## src/rtl/phy_pkg.sv

```systemverilog
// Shared PHY receive definitions: K28.5 comma codes and the comma lock state encoding.
// Also used by the 8b/10b decoder.
package phy_pkg;

    localparam logic [9:0] COM_RD_NEG = 10'b0011111010;
    localparam logic [9:0] COM_RD_POS = 10'b1100000101;

    typedef enum logic [1:0] {
        UNLOCKED = 2'd0,
        ACQUIRE  = 2'd1,
        LOCKED   = 2'd2
    } lock_state_e;

    function automatic logic [3:0] sat_inc4(input logic [3:0] v);
        return (v == 4'hF) ? v : v + 4'd1;
    endfunction

endpackage

```

## src/rtl/comma_offset_search.sv

```systemverilog
// Combinational K28.5 search over every bit offset of a two-symbol window.
// Reports whether any offset matches and the lowest matching offset.
module comma_offset_search
    import phy_pkg::*;
#(
    parameter int unsigned SYMBOL_W = 10,
    parameter int unsigned RD_MODE  = 2
) (
    input  logic [2*SYMBOL_W-1:0] window,
    output logic                  hit,
    output logic [3:0]            hit_k
);

    localparam logic [SYMBOL_W-1:0] NEG = SYMBOL_W'(COM_RD_NEG);
    localparam logic [SYMBOL_W-1:0] POS = SYMBOL_W'(COM_RD_POS);
    localparam bit MATCH_NEG = (RD_MODE != 1);
    localparam bit MATCH_POS = (RD_MODE != 0);

    logic [SYMBOL_W-1:0] slice;

    always_comb begin
        hit   = 1'b0;
        hit_k = '0;
        slice = '0;
        // Scan from the top offset down so the lowest matching offset is left standing.
        for (int k = SYMBOL_W - 1; k >= 0; k--) begin
            slice = window[2*SYMBOL_W-1-k -: SYMBOL_W];
            if ((MATCH_NEG && slice == NEG) || (MATCH_POS && slice == POS)) begin
                hit   = 1'b1;
                hit_k = 4'(k);
            end
        end
    end

endmodule

```

## src/rtl/comma_align_lock.sv

```systemverilog
// Comma alignment and lock: qualifies repeated K28.5 commas at a stable bit offset and
// presents byte-aligned symbols while locked.
module comma_align_lock
    import phy_pkg::*;
#(
    parameter int unsigned SYMBOL_W   = 10,
    parameter int unsigned LOCK_COUNT = 2,
    parameter int unsigned LOSS_COUNT = 4,
    parameter int unsigned RD_MODE    = 2
) (
    input  logic                clk,
    input  logic                rst_n,
    input  logic [SYMBOL_W-1:0] detect_comma,
    output logic [SYMBOL_W-1:0] Data_aligned,
    output logic                RxValid,
    output logic                Comma_pulse,
    output logic [3:0]          Lock_offset,
    output logic                Lock_lost
);

    localparam logic [3:0] LOCK_N = 4'(LOCK_COUNT);
    localparam logic [3:0] LOSS_N = 4'(LOSS_COUNT);

    logic [SYMBOL_W-1:0]   cur_q, prev_q;
    logic [2*SYMBOL_W-1:0] window;
    logic                  hit;
    logic [3:0]            hit_k;

    lock_state_e state_q, state_d;
    logic [3:0]  cand_q, cand_d;
    logic [3:0]  cnt_q, cnt_d;
    logic [3:0]  miss_q, miss_d;
    logic        pulse_q, pulse_d;
    logic        lost_q, lost_d;

    logic [SYMBOL_W-1:0] aligned;
    logic [SYMBOL_W-1:0] data_q;

    assign window = {prev_q, cur_q};

    comma_offset_search #(
        .SYMBOL_W (SYMBOL_W),
        .RD_MODE  (RD_MODE)
    ) u_search (
        .window (window),
        .hit    (hit),
        .hit_k  (hit_k)
    );

    always_comb begin
        aligned = '0;
        for (int k = 0; k < SYMBOL_W; k++) begin
            if (cand_q == 4'(k)) begin
                aligned = window[2*SYMBOL_W-1-k -: SYMBOL_W];
            end
        end
    end

    always_comb begin
        state_d = state_q;
        cand_d  = cand_q;
        cnt_d   = cnt_q;
        miss_d  = miss_q;
        pulse_d = 1'b0;
        lost_d  = 1'b0;
        unique case (state_q)
            UNLOCKED: begin
                if (hit) begin
                    cand_d = hit_k;
                    cnt_d  = 4'd1;
                    if (LOCK_N == 4'd1) begin
                        state_d = LOCKED;
                        miss_d  = '0;
                        pulse_d = 1'b1;
                    end else begin
                        state_d = ACQUIRE;
                    end
                end
            end
            ACQUIRE: begin
                if (hit) begin
                    if (hit_k == cand_q) begin
                        cnt_d   = sat_inc4(cnt_q);
                        pulse_d = 1'b1;
                        if (cnt_d >= LOCK_N) begin
                            state_d = LOCKED;
                            miss_d  = '0;
                        end
                    end else begin
                        cand_d = hit_k;
                        cnt_d  = 4'd1;
                    end
                end
            end
            LOCKED: begin
                if (hit) begin
                    if (hit_k == cand_q) begin
                        miss_d  = '0;
                        pulse_d = 1'b1;
                    end else begin
                        miss_d = sat_inc4(miss_q);
                        // The comma that trips the loss is not reused to start acquisition.
                        if (miss_d >= LOSS_N) begin
                            state_d = UNLOCKED;
                            lost_d  = 1'b1;
                            cnt_d   = '0;
                            miss_d  = '0;
                        end
                    end
                end
            end
            default: state_d = UNLOCKED;
        endcase
    end

    always_ff @(posedge clk or negedge rst_n) begin
        if (!rst_n) begin
            cur_q   <= '0;
            prev_q  <= '0;
            state_q <= UNLOCKED;
            cand_q  <= '0;
            cnt_q   <= '0;
            miss_q  <= '0;
            pulse_q <= 1'b0;
            lost_q  <= 1'b0;
            data_q  <= '0;
        end else begin
            cur_q   <= detect_comma;
            prev_q  <= cur_q;
            state_q <= state_d;
            cand_q  <= cand_d;
            cnt_q   <= cnt_d;
            miss_q  <= miss_d;
            pulse_q <= pulse_d;
            lost_q  <= lost_d;
            data_q  <= aligned;
        end
    end

    assign Data_aligned = data_q;
    assign RxValid      = (state_q == LOCKED);
    assign Comma_pulse  = pulse_q;
    assign Lock_offset  = cand_q;
    assign Lock_lost    = lost_q;

endmodule

```

## config.mk

```make
export PLATFORM = sky130hd
export DESIGN_NAME = comma_align_lock
export DESIGN_NICKNAME = d
export VERILOG_FILES = /design/src/rtl/phy_pkg.sv /design/src/rtl/comma_offset_search.sv /design/src/rtl/comma_align_lock.sv
export SDC_FILE = /design/constraint.sdc
export NUM_CORES = 1
export LEC_CHECK = 0
export ABC_CLOCK_PERIOD_IN_PS = 3200
export CAP_MARGIN = 15
export CORE_MARGIN = 4
export CORE_UTILIZATION = 55
export CTS_CLUSTER_DIAMETER = 100
export DETAILED_ROUTE_END_ITERATION = 8
export DONT_BUFFER_PORTS = 1
export GPL_ROUTABILITY_DRIVEN = 0
export GPL_TIMING_DRIVEN = 1
export HOLD_SLACK_MARGIN = 0.08
export PLACE_DENSITY = 0.73
export REMOVE_ABC_BUFFERS = 1
export SLEW_MARGIN = 20
export SYNTH_ARGS = -nofsm -noshare
export SYNTH_HDL_FRONTEND = slang
export SYNTH_SLANG_ARGS = --single-unit
```

## constraint.sdc

```tcl
create_clock -name clk -period 3.2 [get_ports clk]
set_input_delay 0.48 -clock clk [delete_from_list [all_inputs] [get_ports clk]]
set_output_delay 0.48 -clock clk [all_outputs]
set_load 0.02 [all_outputs]
```

==> results.cfg <==
[synth]
synthArstFlopShare_pct = 100
yosysUniqueCellTypes = 62
ys_seq_elements = 46
yosysWarnings = 0
synth_seq_area_share_pct = 37.2
synth_cells = 331
synth_edf_count = 0
synthFlopType = dfrtp_1
synthesis.area_mm2 = 0.00310
post_synth.cell_area_avg_um2 = 9.35

[setup_path]
setup.worst_path.start = prev_q[0]
worstSetupStartpointType = register
cpPeakStageDelay_ns = 0.52
crit_type = reg2reg
cp_num_buf_inv = 0
crit_path_frequent_cell = or4_4
arrival_ns = 3.29
critPathCaptureType = register
cp_cell_sequence = or4_1, or4_4, o31ai_4, or4_4, nor4b_1, a211oi_2, nor3_1, nor3_2, mux2_2
required_ns = 3.39
crit_fanout = 8
path_delay_family = simple AND/OR/NAND/NOR gates
r2r-start = prev_q[0]
cp_slowest_cell = or4_1

[power]
power.switching_mw = 0.685
internal-power_mw = 1.09
p_seq_share_pct = 43.6
clock_power_share_pct = 20.8
leakage_nw = 1.42
switching_share_pct = 38.7
powerDensity_mw_per_mm2 = 502
ir_drop_v = 0.000255
total_power_mw = 1.77
combPwrFrac_pct = 35.6

[global_routing]
first_global_vias = 2554
grt_start_max_net_pins = 47
antenna_found_initial = 0
grt_use_total_pct = 22.7
grt_pass1_wl_um = 13000
grt-ovfl-total = 0

[cts]
clk_latency_ns = 0.30
clockBufferDepth = 2
clock-root-buffer = clkbuf_8
clock_sinks = 46
h-tree-depth = 2
cts.clk_slew.worst_paths_ns = 0.09
cts_buffers = 5
cts_tree = built

[run_status]
status = finished clean

[detailed_routing]
avgRoutedWirePerCell_um = 18.4
wl_um = 7700
via_per_inst = 6.70
drt_iter0_markers = 421
first_pass_iters = 7
vias = 2801
ant_nets = 0
drc_errors = 0

[place]
place_ws_ns = 0.0402
place.detailed.hpwl_um = 5570
portBuffers = 0
place_area_mm2 = 0.00327

[floorplanning]
fp.dieW_um = 83.0
pin_count = 29
die_height_um = 83.0
die_area_mm2 = 0.00689
initial_utilization_pct = 56.6
coreArea_mm2 = 0.00547
rows = 27

[flow_run]
maxCapViolCount = 0

[sta]
holdWs_ns = 0.195
fin_ws_ns = 0.104
fmax_ghz = 0.323
hold_viol = 0
maxSlewHeadroom_pct = 37.9
setup_violations = 0
slew_viol_final = 0
tightest_slew_ns = 0.924
post-route-period-util_pct = 96.8
period_needed_ns = 3.10
fin_worst_skew_ns = 0.00742

[final_layout]
fin_nets = 365
final_cell_mix = 39 x dfrtp_1, 32 x buf_4, 30 x nand2_1, 21 x nor2_1, 13 x nand3_1
area_growth_pct = 13.9
antenna_cells = 0
fillers = 455
final_common_cell = dfrtp_1
design_area_mm2 = 0.00352
drive_gt1_share_pct = 22.3

[hold_path]
hold_path_startpoint = detect_comma[7]
min-delay-path-class = in2reg
final timing paths:
path | endpoint | slack [ns] | cells past startpoint
min in group asynchronous | Data_aligned[7] | 0.67 | 2
max in group asynchronous | cur_q[9] | 2.31 | 2
min reg2reg | prev_q[0] | 0.37 | 0
max | Lock_offset[2] | 0.10 | 9
min | cur_q[7] | 0.20 | 0
max reg2reg | Lock_offset[2] | 0.10 | 9
sequential cells by signal, summed over array words and instances (netlist names):
register      cells
miss_q            4
Data_aligned     10
cnt_q             4
cur_q            10
Lock_offset       4
Comma_pulse       1
state_q           2
prev_q           10
Lock_lost         1
power by group through the flow:
| stage | Clock (mW) | Sequential (mW) | Combinational [mW] |
|---|---|---|---|
| 2_1_floorplan | 0 | 0.772 | 0.441 |
| 3_3_place_gp | 0 | 0.779 | 0.583 |
| 3_5_place_dp | 0 | 0.782 | 0.595 |
| 4_1_cts | 0.383 | 0.772 | 0.615 |
| 5_1_grt | 0.417 | 0.784 | 0.697 |
| 6_report | 0.368 | 0.772 | 0.631 |
metal layers:
layer	vias up	GRT usage [%]	part of all wire, %	wire (µm)
li1	1301	-	-	-
met1	1361	33.1	44	3400
met2	128	35.8	47	3610
met3	11	3.57	7.9	605
met4	0	5.05	1.1	82
met5	-	0	0	0
cell families (layout without fill, tap and decap cells):
kind of cell	count (synthesis)	after routing	share of synthesized area, %
AO/OA/AOI/OAI	71	71	18.2
XOR/XNOR	2	2	0.566
multiplexers	18	18	8.37
flip-flops	46	46	37.2
adder cells (fa/ha/maj)	8	8	3.23
AND/OR/NAND/NOR	150	150	27.7
buffers and inverters	36	51	4.77
worst register-to-register path: stages (launching register included):
cell      delay, ns
dfrtp_2        0.46
or4_1          0.52
or4_4          0.44
o31ai_4        0.11
or4_4          0.21
nor4b_1        0.06
a211oi_2       0.38
nor3_1         0.13
nor3_2         0.31
mux2_2         0.37
area by class of cell:
cell class / instances / area (µm²) / share of cell area [%]
Clock buffer: 5 / 68.8 / 1.95
Inverter: 9 / 33.8 / 0.958
Multi-Input combinational cell: 249 / 1870 / 53.0
Timing Repair Buffer: 34 / 278 / 7.88
Clock inverter: 3 / 25.0 / 0.710
Tap cell: 72 / 90.1 / 2.56
Sequential cell: 46 / 1160 / 32.9
synthesized netlist by cell type, drive strengths merged, types with 3 or more instances:
cell,count,area [µm²]
dfrtp,46,1150
nand2,30,113
nor2,21,78.8
clkbuf,20,75.1
nand3,14,70.1
a222oi,12,120
nor3,12,65.1
o21ai,12,60.1
a21oi,11,55.1
nor2b,10,62.6
inv,9,33.8
ha,8,100
nand4,8,50.1
nor3b,8,60.1
buf,7,38.8
mux2,7,86.3
nor4,7,50.1
mux2i,6,60.1
or4,6,45.0
and3,5,31.3
mux4,5,113
a221o,4,40.0
nand2b,4,25.0
nor4b,4,35.0
o32ai,4,35.0
a211oi,3,27.5
nand3b,3,22.5
nand4b,3,26.3
nor4bb,3,30.0
or2,3,18.8
or3,3,18.8
stage by stage:
stage | std cells | util (%) | setup TNS (ns)
after detailed placement | 402 | 59.7 | 0
after CTS | 412 | 62.1 | 0
final | 418 | 64.4 | 0
after floorplan | 304 | - | -0.437
after global routing | 418 | 64.4 | -0.0652
after global placement | 402 | 59.7 | 0
what timing repair did:
action / CTS / global route
setup buffers: 0 / 6
endpoints found under the hold margin: 46 / 0
endpoints found under the setup margin: 0 / 10
gates resized for setup: 0 / 19
hold buffers: 2 / 0
Note: power is estimated with default switching activity, not from simulation.
==> RTL change (same flow settings) <==
`data_q` no longer has a reset.
--- a/src/rtl/comma_align_lock.sv
+++ b/src/rtl/comma_align_lock.sv
@@ -124,5 +124,4 @@
             pulse_q <= 1'b0;
             lost_q  <= 1'b0;
-            data_q  <= '0;
         end else begin
             cur_q   <= detect_comma;
@@ -134,6 +133,9 @@
             pulse_q <= pulse_d;
             lost_q  <= lost_d;
-            data_q  <= aligned;
         end
+    end
+
+    always_ff @(posedge clk) begin
+        data_q <= aligned;
     end
 
Function: differs if rst_n is asserted again (counterexample within 4 cycles, from zero or initial values and one cycle with rst_n low); with rst_n held inactive, the same outputs for 4 cycles.
==> RTL change against the unedited design <==
  * Design area shrank 1.4%
  * Hold slack lost 15 ps
  * Critical path depth up 2
  * Worst setup slack improved by 29 ps
  * Area after synthesis fell by 1.6%
  * Sequential cell count stayed put
  * Routed wire length grew 2.0%
  * Total power rose by 9.2%
  * Clock power increased by 43%
  * Critical path type unchanged
  * Largest power group unchanged
==> RTL change: results (changes against the unedited design) <==
| Metric | Value |
|---|---|
| Status | `complete, no violations` |
| Post-Synth Adder-Cell Area | `0.03287 (+0.0005314)` |
| Met2 wire length | `3437 µm (-4.7%)` |
| Max IR drop VDD | `0.2514 mV (-1.5%)` |
| Metal3 WL | `804 µm (+33%)` |
| Worst Hold Endpoint | `cur_q[2]` |
| Largest net degree at the start of global routing | `37 (-21%)` |
| Fin nets | `366 (+0.27%)` |
| Drt initial violations | `309 (-27%)` |
| WL met1 | `3448 µm (+1.4%)` |
| Total Routing Usage GR | `0.2525 (+0.02514)` |
| Ranking of synthesized cells by area | `dfrtp_1, dfxtp_1, a222oi_1` |
| Post-synthesis sequential area ratio | `0.3615 (-0.01032)` |
| Place WS | `61.23 ps (+21.00 ps)` |
| Global Route met2 Usage | `0.3702 (+0.01232)` |
| 1st-pass router iterations | `6 (-1)` |
| Skew final | `17.28 ps (+9.859 ps)` |
| Layout Cells excl Fill | `417 (-0.24%)` |
| Fraction of registers with async set/reset | `0.7826 (-0.2174)` |
| Post-synthesis mux area share | `0.08505 (+0.001375)` |
| R2R Path End | `state_q[0]` |
| Met3 Usage GRT | `0.05531 (+0.01960)` |
| Pleak | `1.386 nW (-2.0%)` |
| Min-delay src | `detect_comma[2]` |
| Met1 Resource Use GR | `0.3588 (+0.02822)` |
| Instance count on the critical path | `11 (+2)` |
| First-pass GRT wire length | `13180 µm (+1.4%)` |
| Crit-path max FO | `12 (+4)` |
| Number of global-route vias before repair | `2675 (+4.7%)` |
| Dpl hpwl | `5556 µm (-0.22%)` |
| Dpl cell area | `0.003229 mm² (-1.1%)` |
| Fillers | `407 (-11%)` |
[RTL change: cell count changes in the layout (fill, tap and decap cells not counted), moves of 2 or more]
cell,unedited run,this run
dfrtp_2,7,3
bufinv_16,0,2
dfrtp_1,39,33
dfxtp_1,0,10
o41ai_2,2,0
o41ai_1,0,2
[RTL change: logic make-up after synthesis]
logic type	after synthesis
simple gates	150
compound gates	71
flops	46
buf+inv	36
mux	18
fa+ha+maj	8
xor+xnor	2
[RTL change: area by class of cell]
cell class / instances / area share
clock inverter: 3 / 0.01980
timing repair buffer: 35 / 0.08243
clock buffer: 5 / 0.01980
multi-input combinational: 249 / 0.5252
sequential: 46 / 0.3179
tap: 70 / 0.02520
inverter: 9 / 0.009719
[RTL change: where the power goes]
part / internal, mW / switching [mW] / total, mW
Clock: 0.313 / 0.213 / 0.526
Sequential: 0.655 / 0.118 / 0.772
Combinational: 0.274 / 0.363 / 0.637
